$ cat config.mk
export PLATFORM = sky130hd
export DESIGN_NAME = counter_up
export DESIGN_NICKNAME = d
export VERILOG_FILES = /design/src/rtl/counter_pkg.sv /design/src/rtl/ascii_digit_inc.sv /design/src/rtl/counter_up.sv
export SDC_FILE = /design/constraint.sdc
export NUM_CORES = 1
export LEC_CHECK = 0
export BUFFER_PORTS_ARGS = -buffer_cell sky130_fd_sc_hd__buf_4
export CAP_MARGIN = 20
export CORE_MARGIN = 4
export CORE_UTILIZATION = 45
export DETAILED_ROUTE_END_ITERATION = 8
export GPL_TIMING_DRIVEN = 1
export PLACE_DENSITY = 0.78
export SYNTH_ARGS = -nofsm -noshare
export SYNTH_HDL_FRONTEND = slang
export SYNTH_SLANG_ARGS = --single-unit
$ cat constraint.sdc
create_clock -name clock -period 5.3 [get_ports clock]
set_input_delay 0.795 -clock clock [delete_from_list [all_inputs] [get_ports clock]]
set_output_delay 0.795 -clock clock [all_outputs]
set_load 0.01 [all_outputs]
$ cat src/rtl/counter_pkg.sv
// counter_pkg: shared definitions for the ASCII-decimal counters (counter, counter_up).
//   ASCII_ZERO / ASCII_NINE : byte bounds of a legal ASCII decimal digit
//   state_e                 : FSM state encoding (idle, counting, at limit, rejected load)
//   is_ascii_digit()        : true when a byte lies in '0'..'9'
package counter_pkg;

    localparam logic [7:0] ASCII_ZERO = 8'h30;
    localparam logic [7:0] ASCII_NINE = 8'h39;

    typedef enum logic [1:0] {
        StIdle,
        StCount,
        StDone,
        StError
    } state_e;

    function automatic logic is_ascii_digit(input logic [7:0] b);
        return (b >= ASCII_ZERO) && (b <= ASCII_NINE);
    endfunction

endpackage

$ cat src/rtl/ascii_digit_inc.sv
// ascii_digit_inc: combinational increment of one ASCII decimal digit.
//   digit      : current digit byte ('0'..'9')
//   carry_in   : add one to this digit
//   digit_next : resulting digit byte
//   carry_out  : set when '9' rolled over to '0'
module ascii_digit_inc
    import counter_pkg::*;
(
    input  logic [7:0] digit,
    input  logic       carry_in,
    output logic [7:0] digit_next,
    output logic       carry_out
);

    always_comb begin
        digit_next = digit;
        carry_out  = 1'b0;
        if (carry_in) begin
            if (digit == ASCII_NINE) begin
                digit_next = ASCII_ZERO;
                carry_out  = 1'b1;
            end else begin
                digit_next = digit + 8'd1;
            end
        end
    end

endmodule

$ cat src/rtl/counter_up.sv
// counter_up: ASCII-decimal up-counter with loadable start and limit.
//   clock       : rising-edge clock
//   reset       : asynchronous active-low reset
//   load        : sample ascii_start / ascii_limit this edge (beats increment)
//   ascii_start : start value, ASCII digits, MSD in top byte
//   ascii_limit : terminal value, ASCII digits, MSD in top byte
//   increment   : advance one step per cycle while high
//   counter     : current count, ASCII digits (registered)
//   done        : count equals limit (registered level)
//   error       : last load was rejected (registered level)
module counter_up
    import counter_pkg::*;
#(
    parameter int unsigned DIGITS = 2,
    parameter bit          WRAP   = 1'b0
) (
    input  logic                clock,
    input  logic                reset,
    input  logic                load,
    input  logic [8*DIGITS-1:0] ascii_start,
    input  logic [8*DIGITS-1:0] ascii_limit,
    input  logic                increment,
    output logic [8*DIGITS-1:0] counter,
    output logic                done,
    output logic                error
);

    localparam int unsigned W = 8 * DIGITS;
    localparam logic [W-1:0] ALL_ZERO = {DIGITS{ASCII_ZERO}};

    state_e         state_q;
    logic [W-1:0]   count_q;
    logic [W-1:0]   start_q;
    logic [W-1:0]   limit_q;
    logic           done_q;
    logic           error_q;

    logic [W-1:0]   count_inc;
    logic [DIGITS:0] carry;
    logic           digits_ok;
    logic           load_ok;
    logic           inc_hits_limit;

    // Ripple the +1 from the LSD up through the digit chain.
    assign carry[0] = 1'b1;
    for (genvar g = 0; g < DIGITS; g++) begin : g_digit
        ascii_digit_inc u_inc (
            .digit      (count_q[8*g +: 8]),
            .carry_in   (carry[g]),
            .digit_next (count_inc[8*g +: 8]),
            .carry_out  (carry[g+1])
        );
    end

    always_comb begin
        digits_ok = 1'b1;
        for (int i = 0; i < DIGITS; i++) begin
            if (!is_ascii_digit(ascii_start[8*i +: 8]) ||
                !is_ascii_digit(ascii_limit[8*i +: 8])) begin
                digits_ok = 1'b0;
            end
        end
    end

    // With every byte in '0'..'9', an unsigned compare of the whole bus is the
    // same as a digit-wise compare starting at the MSD.
    assign load_ok = digits_ok && (ascii_start <= ascii_limit);

    // A rollover past all-'9' is never a legitimate match against the limit.
    assign inc_hits_limit = (count_inc == limit_q) && !carry[DIGITS];

    always_ff @(posedge clock or negedge reset) begin
        if (!reset) begin
            state_q <= StIdle;
            count_q <= ALL_ZERO;
            start_q <= ALL_ZERO;
            limit_q <= ALL_ZERO;
            done_q  <= 1'b0;
            error_q <= 1'b0;
        end else if (load) begin
            if (load_ok) begin
                start_q <= ascii_start;
                limit_q <= ascii_limit;
                count_q <= ascii_start;
                error_q <= 1'b0;
                if (ascii_start == ascii_limit) begin
                    done_q  <= 1'b1;
                    state_q <= StDone;
                end else begin
                    done_q  <= 1'b0;
                    state_q <= StCount;
                end
            end else begin
                count_q <= ALL_ZERO;
                error_q <= 1'b1;
                done_q  <= 1'b0;
                state_q <= StError;
            end
        end else if (increment) begin
            case (state_q)
                StCount: begin
                    count_q <= count_inc;
                    if (inc_hits_limit) begin
                        done_q  <= 1'b1;
                        state_q <= StDone;
                    end
                end
                StDone: begin
                    if (WRAP) begin
                        count_q <= start_q;
                        if (start_q != limit_q) begin
                            done_q  <= 1'b0;
                            state_q <= StCount;
                        end
                    end
                end
                default: begin
                    // Idle and error ignore increment.
                end
            endcase
        end
    end

    assign counter = count_q;
    assign done    = done_q;
    assign error   = error_q;

endmodule

==> run_results.csv <==
group,metric,value,unit
outcome,status,"completed",
yosys,ys.flop_type,"dfrtp_1",
grt,grt_max_degree,37,
worst_setup_path,slowest_delay,690,ps
yosys,synth_top_area_cell,"dfrtp_1",
final_layout,layout.nets,418,
detailed_routing,drt-vias-per-instance,5.80,
worst_setup_path,crit_path_start_kind,"input pin",
clock_tree,cts_made_buffers,5,
timing,setup_tns,0,ps
worst_setup_path,r2r_start,"counter[0]",
timing,min_period_over_period,65.1,%
yosys,synth-edff-count,0,
detailed_routing,vias,2519,
yosys,yosysTopAreaCellShare,26.0,%
timing,timing.fmax,290,MHz
place,post-place-ws,1560,ps
place,dp_hpwl,5.26,mm
yosys,synth_common_cells,"28 x dfrtp_1, 25 x nand2_1, 24 x o21ai_0, 21 x a21oi_1",
die,die_w,85.3,um
worst_setup_path,path_depth,8,
detailed_routing,drcViolationCount,0,
grt,grtUsageTotal,19.3,%
power_and_ir_drop,vdd_ir_drop_max,0.0000819,V
yosys,async_flop_share,100,%
die,rows,27,
power_and_ir_drop,power_density,180,nW/um2
clock_tree,clk_pin_slew,70,ps
power_and_ir_drop,p_leak,1.44,nW
timing,slew_headroom,47.2,%
die,initial_core_util,47.7,%
detailed_routing,wl_per_cell,15.7,um
worst_setup_path,crit_path_end_kind,"register",
yosys,ys_warn_count,0,
timing,rsz0062_at_grt,"no",
timing,setup_ws,1850,ps
yosys,ys_types,56,
worst_setup_path,path_cells,"buf_4, ha_1, a21oi_1, nand2_1, a221o_1, o31ai_1, nand2_1, mux2_2",
grt,grt_antenna_before_repair,0,
place,gp_congestion,0.883,
worst_setup_path,path_class,"in2reg",
worst_setup_path,crit_slowest_cell,"o31ai_1",
place,port_buffers,53,
yosys,synth_most_common_cell,"dfrtp_1",
timing,skew,6.94,ps
timing,worstMarginPinSlew,786,ps
job,drv_cap,0,
clock_tree,cts_tree,"yes",
yosys,syn_nets,373,
final_layout,diodes,0,
yosys,ys_seq_elements,36,
die,core_area,5640,um2
clock_tree,clkLatencyLatePin,290,ps
worst_setup_path,crit_fanout,25,
worst_setup_path,timing.rr.end,"state_q[0]",
worst_setup_path,critical_path_required,5480,ps
timing,finalHoldViolations,0,
clock_tree,post-cts-setup-buffer-count,0,
yosys,seq_area_frac_synth,33.8,%
detailed_routing,first_iter_violations,177,
detailed_routing,wirelength,6.82,mm
timing,period_needed,3450,ps
die,die-area,7280,um2
final_layout,syn_to_final_growth,18.7,%
grt,overflow,0,
detailed_routing,ant_nets,0,
hold_path,min_path_type,"in2async",
clock_tree,clock_sinks,36,
clock_tree,h-tree-depth,2,
grt,grt_pass1_wl,11.5,mm
worst_setup_path,r2r_setup_slack,2220,ps
clock_tree,clockBufferDepth,2,
timing,setup_viol,0,
die,ios,54,
detailed_routing,drtPass1Iterations,4,
timing,drv_slew,0,
clock_tree,hold_buffers,0,
worst_setup_path,cp_top_family,"compound AO/OA/AOI/OAI gates",
grt,first_global_vias,2476,
clock_tree,clockRootBuffer,"clkbuf_8",
worst_setup_path,cp_common_cell,"nand2_1",
worst_setup_path,r2r_cells,7,
clock_tree,cts_resized,0,
yosys,synthCells,317,
yosys,synth_area_per_cell,8.49,um2
final_layout,layout-drive-gt1-share,21.5,%
worst_setup_path,crit_arrival,3630,ps
worst_setup_path,path_buf_inv,1,
yosys,synth_area,2690,um2
die,die_h,85.3,um
yosys,yosys-top-cells-area,"dfrtp_1 26%, ha_1 9.3%, dfstp_2 7.8%, xnor2_1 4.6%, o21ai_0 4.5%",
==> metal layers <==
| layer | vias up | routed length, um | track usage [%] |
|---|---|---|---|
| met5 | - | 0 | 0 |
| met4 | 0 | 144 | 6.76 |
| met3 | 15 | 459 | 4.37 |
| li1 | 1223 | - | - |
| met1 | 1195 | 2970 | 24.2 |
| met2 | 86 | 3250 | 32.5 |
==> final cells by class <==
class                      instances  area [um2]
clock buffer                       7        96.3
fill                             524        2450
inverter                          20        75.1
multi-input combinational        246        1630
sequential                        36         911
tap                               72        90.1
timing repair buffer              53         398
==> how the worst max path moves through the flow <==
stage                         start           to
floorplan           ascii_limit[14]  limit_q[14]
global placement    ascii_start[14]   limit_q[0]
detailed placement  ascii_start[14]   limit_q[0]
CTS                 ascii_start[14]   limit_q[0]
global route        ascii_start[14]   limit_q[0]
finish              ascii_start[14]   limit_q[0]
==> sequential cells by signal, summed over array words and instances (netlist names) <==
signal   cells
counter     16
limit_q     16
error        1
state_q      2
done         1
==> logic make-up after synthesis <==
logic type	Yosys count	synth area share (%)
DFF	36	33.8
muxes	2	0.790
xor gates and xnor gates	20	6.51
adders and majority gates	20	9.30
and+or+nand+nor	130	27.0
AOI/OAI and AO/OA	74	16.8
buffers and inverters	35	5.76
==> where the power goes <==
part           leakage, nW  internal, mW  switching (mW)
logic                0.937        0.0377          0.0402
clock network       0.0503         0.116          0.0989
registers            0.455         0.278         0.00440
total                 1.44         0.431           0.144
==> per-stage QoR <==
step	util (%)	power (mW)	instance area, um2	hold slack (ps)	std cells
global placement	54.9	0.363	3100	476	427
global route	56.6	0.604	3200	490	434
finish	56.6	0.575	3200	444	434
CTS	56.6	0.579	3200	465	434
detailed placement	54.9	0.366	3100	476	427
floorplan	-	0.322	2690	469	317
==> worst register-to-register path: cells and delay by family (launching register included) <==
kind	cells	cell delay, ps
flops	1	550
compound gates	3	710
simple gates	3	1490
fa+ha+maj	1	200
==> placed cells by master, fill, tap and decap left out, drive strengths merged, types with 2 or more instances in the layout <==
cell,Yosys,layout
o31ai,2,2
clkbuf,10,7
inv,20,20
nand3,20,20
o22ai,4,4
or4b,2,2
nand2,25,25
dfstp,8,8
a31oi,2,2
a21o,3,3
dfrtp,28,28
buf,5,53
o31a,4,4
a21boi,2,2
nor2b,2,2
and4,2,2
nor4,8,8
nor2,18,18
xor2,6,6
and2,6,6
nor3,10,10
o21bai,2,2
or3,3,3
nand2b,11,11
a21oi,21,21
nand4,10,10
o21a,2,2
ha,20,20
and3,4,4
o21ai,25,25
nand3b,2,2
xnor2,14,14
(Power assumes the default switching activity.)
